File: src/rtl/divider.sv
// Iterative 32-bit restoring divider: lo = quotient, hi = remainder.
// Signed ops divide magnitudes and fix the signs in a final cycle.
module divider (
    input  logic        clock,
    input  logic        reset,
    input  logic        start,
    input  logic        signed_op,
    input  logic [31:0] operand1,
    input  logic [31:0] operand2,
    output logic        fim,
    output logic [31:0] hi,
    output logic [31:0] lo,
    output logic        div_zero
);

    typedef enum logic [1:0] {IDLE, PREP, ITER, FIX} state_t;

    state_t      state;
    state_t      state_nxt;
    logic [31:0] op_a;
    logic [31:0] op_b;
    logic        sgn;
    logic [31:0] quo;
    logic [31:0] dvs;
    logic [31:0] rem;
    logic [5:0]  count;
    logic        sign_q;
    logic        sign_r;
    logic [32:0] shifted;
    logic [32:0] diff;

    assign shifted = {rem, quo[31]};
    assign diff    = shifted - {1'b0, dvs};
    assign fim     = (state == IDLE);

    always_comb begin
        state_nxt = state;
        case (state)
            IDLE: if (start) state_nxt = PREP;
            PREP: state_nxt = (op_b == 32'd0) ? IDLE : ITER;
            ITER: if (count == 6'd1) state_nxt = FIX;
            FIX:  state_nxt = IDLE;
            default: state_nxt = IDLE;
        endcase
    end

    always_ff @(posedge clock) begin
        if (reset) state <= IDLE;
        else       state <= state_nxt;
    end

    always_ff @(posedge clock) begin
        if (reset) begin
            op_a     <= '0;
            op_b     <= '0;
            sgn      <= 1'b0;
            quo      <= '0;
            dvs      <= '0;
            rem      <= '0;
            count    <= '0;
            sign_q   <= 1'b0;
            sign_r   <= 1'b0;
            hi       <= '0;
            lo       <= '0;
            div_zero <= 1'b0;
        end else begin
            case (state)
                IDLE: begin
                    if (start) begin
                        op_a     <= operand1;
                        op_b     <= operand2;
                        sgn      <= signed_op;
                        div_zero <= 1'b0;
                    end
                end
                PREP: begin
                    if (op_b == 32'd0) begin
                        hi       <= op_a;
                        lo       <= 32'hFFFF_FFFF;
                        div_zero <= 1'b1;
                    end else begin
                        // 32-bit magnitudes keep |0x80000000| exact
                        quo    <= (sgn && op_a[31]) ? -op_a : op_a;
                        dvs    <= (sgn && op_b[31]) ? -op_b : op_b;
                        sign_q <= sgn & (op_a[31] ^ op_b[31]);
                        sign_r <= sgn & op_a[31];
                        rem    <= '0;
                        count  <= 6'd32;
                    end
                end
                ITER: begin
                    if (!diff[32]) begin
                        rem <= diff[31:0];
                        quo <= {quo[30:0], 1'b1};
                    end else begin
                        rem <= shifted[31:0];
                        quo <= {quo[30:0], 1'b0};
                    end
                    count <= count - 6'd1;
                end
                FIX: begin
                    lo <= sign_q ? -quo : quo;
                    hi <= sign_r ? -rem : rem;
                end
                default: ;
            endcase
        end
    end

endmodule

File: config.mk
export PLATFORM = sky130hd
export DESIGN_NAME = divider
export DESIGN_NICKNAME = d
export VERILOG_FILES = /design/src/rtl/divider.sv
export SDC_FILE = /design/constraint.sdc
export NUM_CORES = 1
export LEC_CHECK = 0
export CAP_MARGIN = 10
export CORE_AREA = 2 2 181 218
export DETAILED_ROUTE_END_ITERATION = 16
export DIE_AREA = 0 0 183 220
export SYNTH_ARGS = -nofsm -noshare
export SYNTH_HDL_FRONTEND = slang
export SYNTH_SLANG_ARGS = --single-unit
File: constraint.sdc
create_clock -name clock -period 2.84 [get_ports clock]
set_input_delay 0.71 -clock clock [delete_from_list [all_inputs] [get_ports clock]]
set_output_delay 0.71 -clock clock [all_outputs]
set_load 0.01 [all_outputs]
# Word-level counts from Yosys, hierarchy flattened
# Index checks and enable logic that the tools add are counted.
[classes]
add_sub_neg = 6
eq_ne = 8
mux = 23
bitwise = 4
n_reduce_logical = 13
[op_table]
columns = ["op", "n"]
rows = [
  ["2-to-1 mux 32 bit", 9],
  ["one-hot mux 32 bit (2 select lines)", 4],
  ["negator 32 bit", 4],
  ["subtractor 33 x 32 -> 33 bit", 1],
  ["logical NOT 32 bit", 1],
  ["one-hot mux 6 bit (2 select lines)", 1],
  ["AND reduction 2 bit", 5],
  ["!= test 2 bit, second input constant", 4],
  ["one-hot mux 2 bit (4 select lines)", 1],
  ["== test 6 x 1 -> 1 bit, second input constant", 1],
  ["2-to-1 mux 2 bit", 3],
  ["2-to-1 mux 6 bit", 1],
  ["nonzero test 2 bit", 3],
  ["subtractor 6 x 1 -> 6 bit, second input constant", 1],
  ["== test 2 bit, second input constant", 2],
  ["2-to-1 mux 1 bit", 3],
  ["AND reduction 3 bit", 1],
  ["bitwise AND 1 bit", 2],
  ["== test 2 x 1 -> 1 bit, second input constant", 1],
  ["logical AND 1 bit", 2],
  ["logical NOT 2 bit", 1],
  ["one-hot mux 1 bit (2 select lines)", 1],
  ["NOT 1 bit", 1],
  ["bitwise XOR 1 bit", 1],
]
[word_totals]
reg_bits = 236

# Logic depth before layout (Yosys ltp)
# Gate-level depths: netlist of the first run.
[depth]
ltp_word = 4
ltp_mapped = 13

# Worst setup path after synthesis of the first run
# No wires, ideal clock.
[synth_timing]
kind = "flip-flop to flip-flop"
startpoint = "register quo[31]"
endpoint = "register rem[11]"
arrival_time_ps = 3036
slack_ps = -287
stages_incl_launch_ff = 13
path_buffers = 0
cell_sequence = "dfxtp_1 inv_1 ha_1 fa_1 nand2b_1 a21o_1 a21oi_1 a41oi_1 o21ai_1 a21oi_1 xor2_1 or4_1 a311oi_1"
[synth_via]
elab_chain_len = 3
[synth_rtl]
columns = ["element", "line_no", "source"]
rows = [
  ["start, declared", "23", "logic [31:0] quo;"],
  ["start signal, assigned", "83", "quo <= (sgn && op_a[31]) ? -op_a : op_a;"],
  ["start signal, assigned", "94", "quo <= {quo[30:0], 1'b1};"],
  ["start signal, assigned", "97", "quo <= {quo[30:0], 1'b0};"],
  ["subtractor 33 x 32 -> 33 bit", "33", "assign diff = shifted - {1'b0, dvs};"],
  ["2-to-1 mux 32 bit", "92", "if (!diff[32]) begin"],
  ["one-hot mux 32 bit (2 select lines)", "67", "case (state)"],
  ["end signal, assigned", "93", "rem <= diff[31:0];"],
  ["end signal, assigned", "96", "rem <= shifted[31:0];"],
  ["end, declared", "25", "logic [31:0] rem;"],
]
# Every way passes these cells.
# A chain may end at the register's enable or synchronous reset.

# Final worst setup path of the first run
[layout_timing]
startpoint = "register rem[11]"
endpoint = "register hi[29]"
[layout_via]
elab_chain_len = 3
[layout_rtl]
columns = ["element", "line_no", "source"]
rows = [
  ["negator 32 bit", "103", "hi <= sign_r ? -rem : rem;"],
  ["2-to-1 mux 32 bit", "103", ""],
  ["one-hot mux 32 bit (2 select lines)", "67", ""],
  ["end signal, assigned", "78", "hi <= op_a;"],
  ["end signal, assigned", "103", ""],
  ["end, declared", "11", "output logic [31:0] hi,"],
]
# Every way passes these cells.

==> results.py, run 1 <==
metrics = {
    "cells_and_area": {
        "synthToLayoutAreaGrowth_pct": 33.47,
        "fillers": 3771,
        "diodes": 0,
        "layout-drive-gt1-share_pct": 16.60,
        "fin_nets": 2025,
    },
    "cts": {
        "clkSinkCount": 236,
        "htree_num_levels": 1,
        "cts_tree": "built",
        "cts.reportedPaths.clkPinSlew_ns": 0.06,
        "clk_latency_ns": 0.54,
        "cts-buffers-inserted": 27,
        "cts_buffer_depth": 3,
        "cts_root_buffer": "clkbuf_16",
    },
    "synth": {
        "yosysSeqAreaShare_pct": 35.87,
        "synth.top_cell.area_share_pct": 35.87,
        "yosys-top-cells-count": "nand2_1, dfxtp_1, nor2_1",
        "yosysMostFrequentCell": "nand2_1",
        "synth-main-ff-cell": "dfxtp_1",
        "synthDistinctLibCells": 61,
        "ys_ff_latch": 236,
        "syn_nets": 1799,
        "syn_inst": 1692,
        "synth_edf_count": 0,
        "synth_top_area_cell": "dfxtp_1",
        "async_reset_ff_share_pct": 0,
        "ys_warn_count": 0,
        "synth_area_sq_um": 13170,
        "ys_top_cells_by_area": "dfxtp_1, nand2_1, a21oi_1, nor2_1, xnor2_1",
        "syn_area_per_cell_sq_um": 7.784,
    },
    "pwr": {
        "power.total_uw": 15610,
        "peakVddDrop_mv": 0.7234,
        "powerDensity_nw_per_um2": 888.1,
        "power_leakage_uw": 0.007112,
    },
    "place": {
        "place.gp.congestion": 0.8716,
        "hpwl_um": 29540,
        "place_ws_ns": -0.3219,
        "port_buffers": 133,
    },
    "detailed_routing": {
        "drtPass1Iterations": 5,
        "first_iter_violations": 779,
        "final_antenna_net_count": 0,
        "via_count": 12800,
        "vias_per_cell": 5.290,
        "drcViolationCount": 0,
        "wirelength_um": 40110,
        "wl_per_cell_um": 16.57,
    },
    "setup_path": {
        "worstSetupStartpointType": "flop",
        "reg2reg_slack_ns": -0.28,
        "crit_type": "flop to flop",
        "path_max_fanout": 3,
        "worstPathRequired_ns": 3.30,
        "cp_data_arrival_time_ns": 3.58,
        "rr_endpoint": "hi[29]$_SDFFE_PP0P_",
        "crit_buf_inv": 0,
        "crit_chain": "or4_4, or3_4, or3_4, or3_4, or4_4, o41ai_4, xnor2_1, nor2_1, a211oi_1",
        "slowest_delay_ns": 0.53,
        "worstReg2RegStart": "rem[11]$_SDFFE_PP0P_",
        "path_delay_family": "simple AND/OR/NAND/NOR gates",
        "crit_path_top_delay_cell": "or4_4",
        "cpMostUsedCell": "or3_4",
        "r2r_cells": 9,
        "worstSetupEndpointType": "flop",
    },
    "timing": {
        "finalSetupViolations": 28,
        "grt_setup_unrepaired": "true",
        "fin_setup_tns_ns": -2.155,
        "final_hold_viol_count": 0,
        "fmax_mhz": 320.2,
        "fin_crit_ns": 3.123,
        "fin_worst_skew_ns": 0.009385,
        "post-route-period-util_pct": 110.0,
        "slew_headroom_pct": 42.41,
        "hold_slack_ns": 0.3971,
        "finalWorstSetupSlack_ns": -0.2831,
        "drv_slew": 0,
        "tightest_slew_ns": 0.8638,
    },
    "floorplanning": {
        "core-area_sq_um": 38350,
        "start_util_pct": 34.34,
        "placementRows": 79,
        "die_h_um": 220,
        "die_w_um": 183,
        "io_pins": 134,
        "dieArea_sq_um": 40260,
    },
    "run": {
        "cap_violations": 0,
    },
    "run_status": {
        "status": "finished, violations left",
        "violations": "negative setup slack",
    },
    "grt": {
        "grt_start_max_net_pins": 121,
        "first_global_vias": 12220,
        "gr-total-overflow": 0,
        "grt_pass1_wl_um": 62900,
        "grt_usage_pct": 19.17,
        "grt_antenna_before_repair": 0,
    },
    "min_path": {
        "whs_path_depth": 2,
        "worstHoldStart": "reset",
        "hold_class": "primary input to flop",
        "min_to": "hi[30]$_SDFFE_PP0P_",
    },
}
[state kept, by name, indices dropped and copies added (netlist names), 6 cells and up, named ones only]
| name | count |
|---|---|
| op_b | 32 |
| hi | 32 |
| op_a | 32 |
| quo | 32 |
| rem | 32 |
| count | 6 |
| dvs | 32 |
| lo | 32 |
[worst reg2reg max path: stages, from the launching register on]
cell	delay, ns
dfxtp_4	0.34
or4_4	0.53
or3_4	0.34
or3_4	0.38
or3_4	0.34
or4_4	0.47
o41ai_4	0.24
xnor2_1	0.15
nor2_1	0.05
a211oi_1	0.21
[metal layers]
metal / up-vias / track usage, % / wire length (um)
li1: 6465 / - / -
met1: 6036 / 22.76 / 17050
met2: 241 / 35.44 / 20400
met3: 61 / 2.148 / 1385
met4: 0 / 6.960 / 1275
met5: - / 0 / 0
[cell usage in the layout, fill, tap and decap left out, types with 11 or more instances in the layout]
cell type / netlist / layout
nor3_1: 21 / 20
a221oi_1: 52 / 51
clkbuf_16: 0 / 29
clkdlybuf4s50_1: 0 / 132
or4_1: 19 / 15
o31ai_1: 21 / 17
dfxtp_1: 236 / 234
o21ai_0: 62 / 48
ha_1: 38 / 36
nand3_2: 0 / 30
a211oi_1: 64 / 64
o41ai_1: 15 / 14
a21oi_1: 142 / 135
a31oi_1: 11 / 11
o21ai_1: 3 / 12
buf_4: 0 / 163
nand2_1: 252 / 248
and3_1: 11 / 11
inv_1: 63 / 62
a21o_1: 17 / 17
xnor2_1: 72 / 71
xor2_1: 71 / 70
nand3_1: 74 / 43
nor2_1: 175 / 171
mux2i_1: 30 / 30
[per-stage QoR]
step	area, sq um	instances	utilization [%]
finish	17580	2420	45.83
global route	17580	2420	45.83
CTS	17090	2409	44.56
detailed placement	16060	2357	41.87
global placement	16060	2357	41.87
floorplan	13210	1692	-
[layout make-up]
type	count	area [sq um]	area share, %
Sequential cell	236	4730	26.91
Timing Repair Buffer	313	2853	16.23
Clock buffer	41	818.3	4.655
Inverter	63	236.5	1.345
Clock inverter	4	50.05	0.2847
Multi-Input combinational cell	1277	8283	47.12
Tap cell	486	608.1	3.459
[kinds of logic (layout without fill, tap and decap cells)]
| kind of cell | count (synthesis) | after routing | synth area share (%) |
|---|---|---|---|
| AOI/OAI and AO/OA | 445 | 445 | 22.50 |
| xor gates and xnor gates | 143 | 143 | 9.510 |
| adders and majority gates | 39 | 39 | 3.762 |
| buffers and inverters | 179 | 421 | 5.111 |
| DFF | 236 | 236 | 35.87 |
| muxes | 30 | 30 | 2.280 |
| and+or+nand+nor | 620 | 620 | 20.97 |
[report_power, final]
part           internal [uW]  leakage, uW  switching [uW]
logic                   4160      0.00477            4190
clock network           2050     0.000422            1360
registers               3560      0.00192             292
[how the worst max path moves through the flow]
| stage | to | slack, ns | cells past startpoint | start |
|---|---|---|---|---|
| 4_1_cts | hi[29]$_SDFFE_PP0P_ | -0.30 | 9 | rem[11]$_SDFFE_PP0P_ |
| 3_5_place_dp | hi[29]$_SDFFE_PP0P_ | -0.32 | 9 | rem[11]$_SDFFE_PP0P_ |
| 2_1_floorplan | hi[29]$_SDFFE_PP0P_ | -0.22 | 9 | rem[11]$_SDFFE_PP0P_ |
| 6_report | hi[29]$_SDFFE_PP0P_ | -0.28 | 9 | rem[11]$_SDFFE_PP0P_ |
| 5_1_grt | hi[29]$_SDFFE_PP0P_ | -0.38 | 9 | rem[11]$_SDFFE_PP0P_ |
| 3_3_place_gp | hi[29]$_SDFFE_PP0P_ | -0.29 | 9 | rem[11]$_SDFFE_PP0P_ |
[what timing repair did]
item,CTS,global route
pin swaps,18,56
setup endpoints to repair,36,50
cloned,0,2
endpoints found under the hold margin,0,0
buffers inserted,7,11
gates resized for setup,24,87
hold buffers,0,0
(Power assumes the default switching activity.)
==> run 2, diff against run 1 <==
TNS_END_PERCENT = 50   (was not set)
==> results.py, run 2 (synthesis gave the netlist of run 1 again) <==
metrics = {
    "setup_path": {
        "worstSetupStartpointType": "flop",
        "cp_data_arrival_time_ns": 3.57,
        "r2r_cells": 9,
        "path_delay_family": "simple AND/OR/NAND/NOR gates",
        "cp_num_cells": 9,
        "worstSetupEndpointType": "flop",
        "path_max_fanout": 3,
        "crit_type": "flop to flop",
        "cpMostUsedCell": "or3_4",
        "crit_chain": "or4_4, or3_4, or3_4, or3_4, or4_4, o41ai_4, xnor2_1, nor2_1, a211oi_2",
        "crit_buf_inv": 0,
        "slowest_delay_ns": 0.52,
        "worstPathRequired_ns": 3.31,
        "crit_path_top_delay_cell": "or4_4",
    },
    "cells_and_area": {
        "synthToLayoutAreaGrowth_pct": 32.89,
        "final_common_cell": "nand2_1",
        "diodes": 0,
        "utilization_pct": 45.63,
        "final_cell_mix": "nand2_1, dfxtp_1, nor2_1",
        "fin_nets": 2027,
        "final_area_sq_um": 17500,
        "layout-drive-gt1-share_pct": 15.93,
    },
    "grt": {
        "grt_usage_pct": 19.18,
        "grt_pass1_wl_um": 62800,
        "gr-total-overflow": 0,
        "first_global_vias": 12170,
        "grt_start_max_net_pins": 95,
        "grt_antenna_before_repair": 0,
    },
    "floorplanning": {
        "die_h_um": 220,
        "start_util_pct": 34.34,
        "die_w_um": 183,
        "core-area_sq_um": 38350,
        "dieArea_sq_um": 40260,
        "placementRows": 79,
        "io_pins": 134,
    },
    "cts": {
        "clkSinkCount": 236,
        "cts_hold_buf": 0,
        "cts_buffer_depth": 3,
        "cts.reportedPaths.clkPinSlew_ns": 0.06,
        "cts_root_buffer": "clkbuf_16",
        "cts_tree": "built",
        "clk_latency_ns": 0.56,
        "cts-buffers-inserted": 28,
        "htree_num_levels": 1,
    },
    "timing": {
        "finalSetupViolations": 9,
        "post-route-period-util_pct": 109.0,
        "finalWorstSetupSlack_ns": -0.2567,
        "fin_setup_tns_ns": -1.013,
        "tightest_slew_ns": 0.8360,
        "fmax_mhz": 322.9,
        "fin_crit_ns": 3.097,
        "drv_slew": 0,
        "slew_headroom_pct": 44.26,
        "final_hold_viol_count": 0,
        "fin_worst_skew_ns": 0.01420,
        "grt_setup_unrepaired": "true",
    },
    "pwr": {
        "powerDensity_nw_per_um2": 877.8,
        "power_leakage_uw": 0.007086,
        "peakVddDrop_mv": 0.8086,
        "power.total_uw": 15360,
    },
    "min_path": {
        "hold_class": "flop to flop",
        "whs_path_depth": 2,
    },
    "run": {
        "cap_violations": 0,
    },
    "place": {
        "hpwl_um": 29630,
        "place.gp.congestion": 0.8624,
        "place_ws_ns": -0.3871,
        "place_area_sq_um": 16080,
        "port_buffers": 133,
    },
    "detailed_routing": {
        "drcViolationCount": 0,
        "final_antenna_net_count": 0,
        "wl_per_cell_um": 16.26,
        "drtPass1Iterations": 7,
        "wirelength_um": 39440,
        "via_count": 12760,
        "vias_per_cell": 5.259,
        "first_iter_violations": 793,
    },
    "run_status": {
        "status": "finished, violations left",
        "violations": "negative setup slack",
    },
}
==> run 2: changes by cell type in the layout (fill, tap and decap cells not counted), moves of 3 or more <==
cell / previous run / this run
clkbuf_8: 9 / 3
nand3_1: 43 / 62
buf_6: 6 / 9
nand3_2: 30 / 12
clkinv_2: 1 / 8
==> run 2: layer usage <==
| layer | GRT usage, % | share of wire, % | vias up | routed length (um) |
|---|---|---|---|---|
| met3 | 2.363 | 3.9 | 52 | 1556 |
| met5 | 0 | 0 | - | 0 |
| met4 | 5.947 | 2.7 | 0 | 1063 |
| li1 | - | - | 6475 | - |
| met1 | 23.13 | 43 | 5983 | 16920 |
| met2 | 35.35 | 50 | 249 | 19900 |
==> run 2: through the flow <==
step / std cells / hold WS (ns)
final: 2426 / 0.4510
after global routing: 2426 / 0.4711
after CTS: 2417 / 0.4512
after detailed placement: 2360 / 0.4432
after global placement: 2360 / 0.4454
after floorplan: 1692 / 0.4319
==> run 2: cell type report <==
class / instances / area (sq um)
Sequential cell: 236 / 4731
Fill cell: 3749 / 20850
Multi-Input combinational cell: 1277 / 8215
Inverter: 63 / 236.5
Timing Repair Buffer: 314 / 2846
Clock buffer: 37 / 785.8
Tap cell: 486 / 608.1
Clock inverter: 13 / 78.83
==> run 2: worst register-to-register path, delay by kind of cell, from the launching register on <==
kind | cells | cell delay, ns
AND/OR/NAND/NOR | 6 | 2.14
XOR/XNOR | 1 | 0.15
AO/OA/AOI/OAI | 2 | 0.41
flip-flops | 1 | 0.34
==> run 2: final timing paths <==
path / start / to / slack, ns
max reg2reg: rem[11]$_SDFFE_PP0P_ / hi[29]$_SDFFE_PP0P_ / -0.26
min reg2reg: dvs[26]$_SDFFE_PP0P_ / dvs[26]$_SDFFE_PP0P_ / 0.45
max: rem[11]$_SDFFE_PP0P_ / hi[29]$_SDFFE_PP0P_ / -0.26
min: dvs[26]$_SDFFE_PP0P_ / dvs[26]$_SDFFE_PP0P_ / 0.45
==> run 2: power by group <==
part	total, uW	switching [uW]	internal (uW)
Sequential	3840	283	3560
Combinational	8100	4000	4100
Clock	3420	1480	1940
==> run 2: repair_timing <==
action                     4_1_cts  5_1_grt
gates resized for setup         34       61
pin swaps                       15       43
buffers inserted                 8       10
setup endpoints to repair       43       46
gates cloned                     0        1
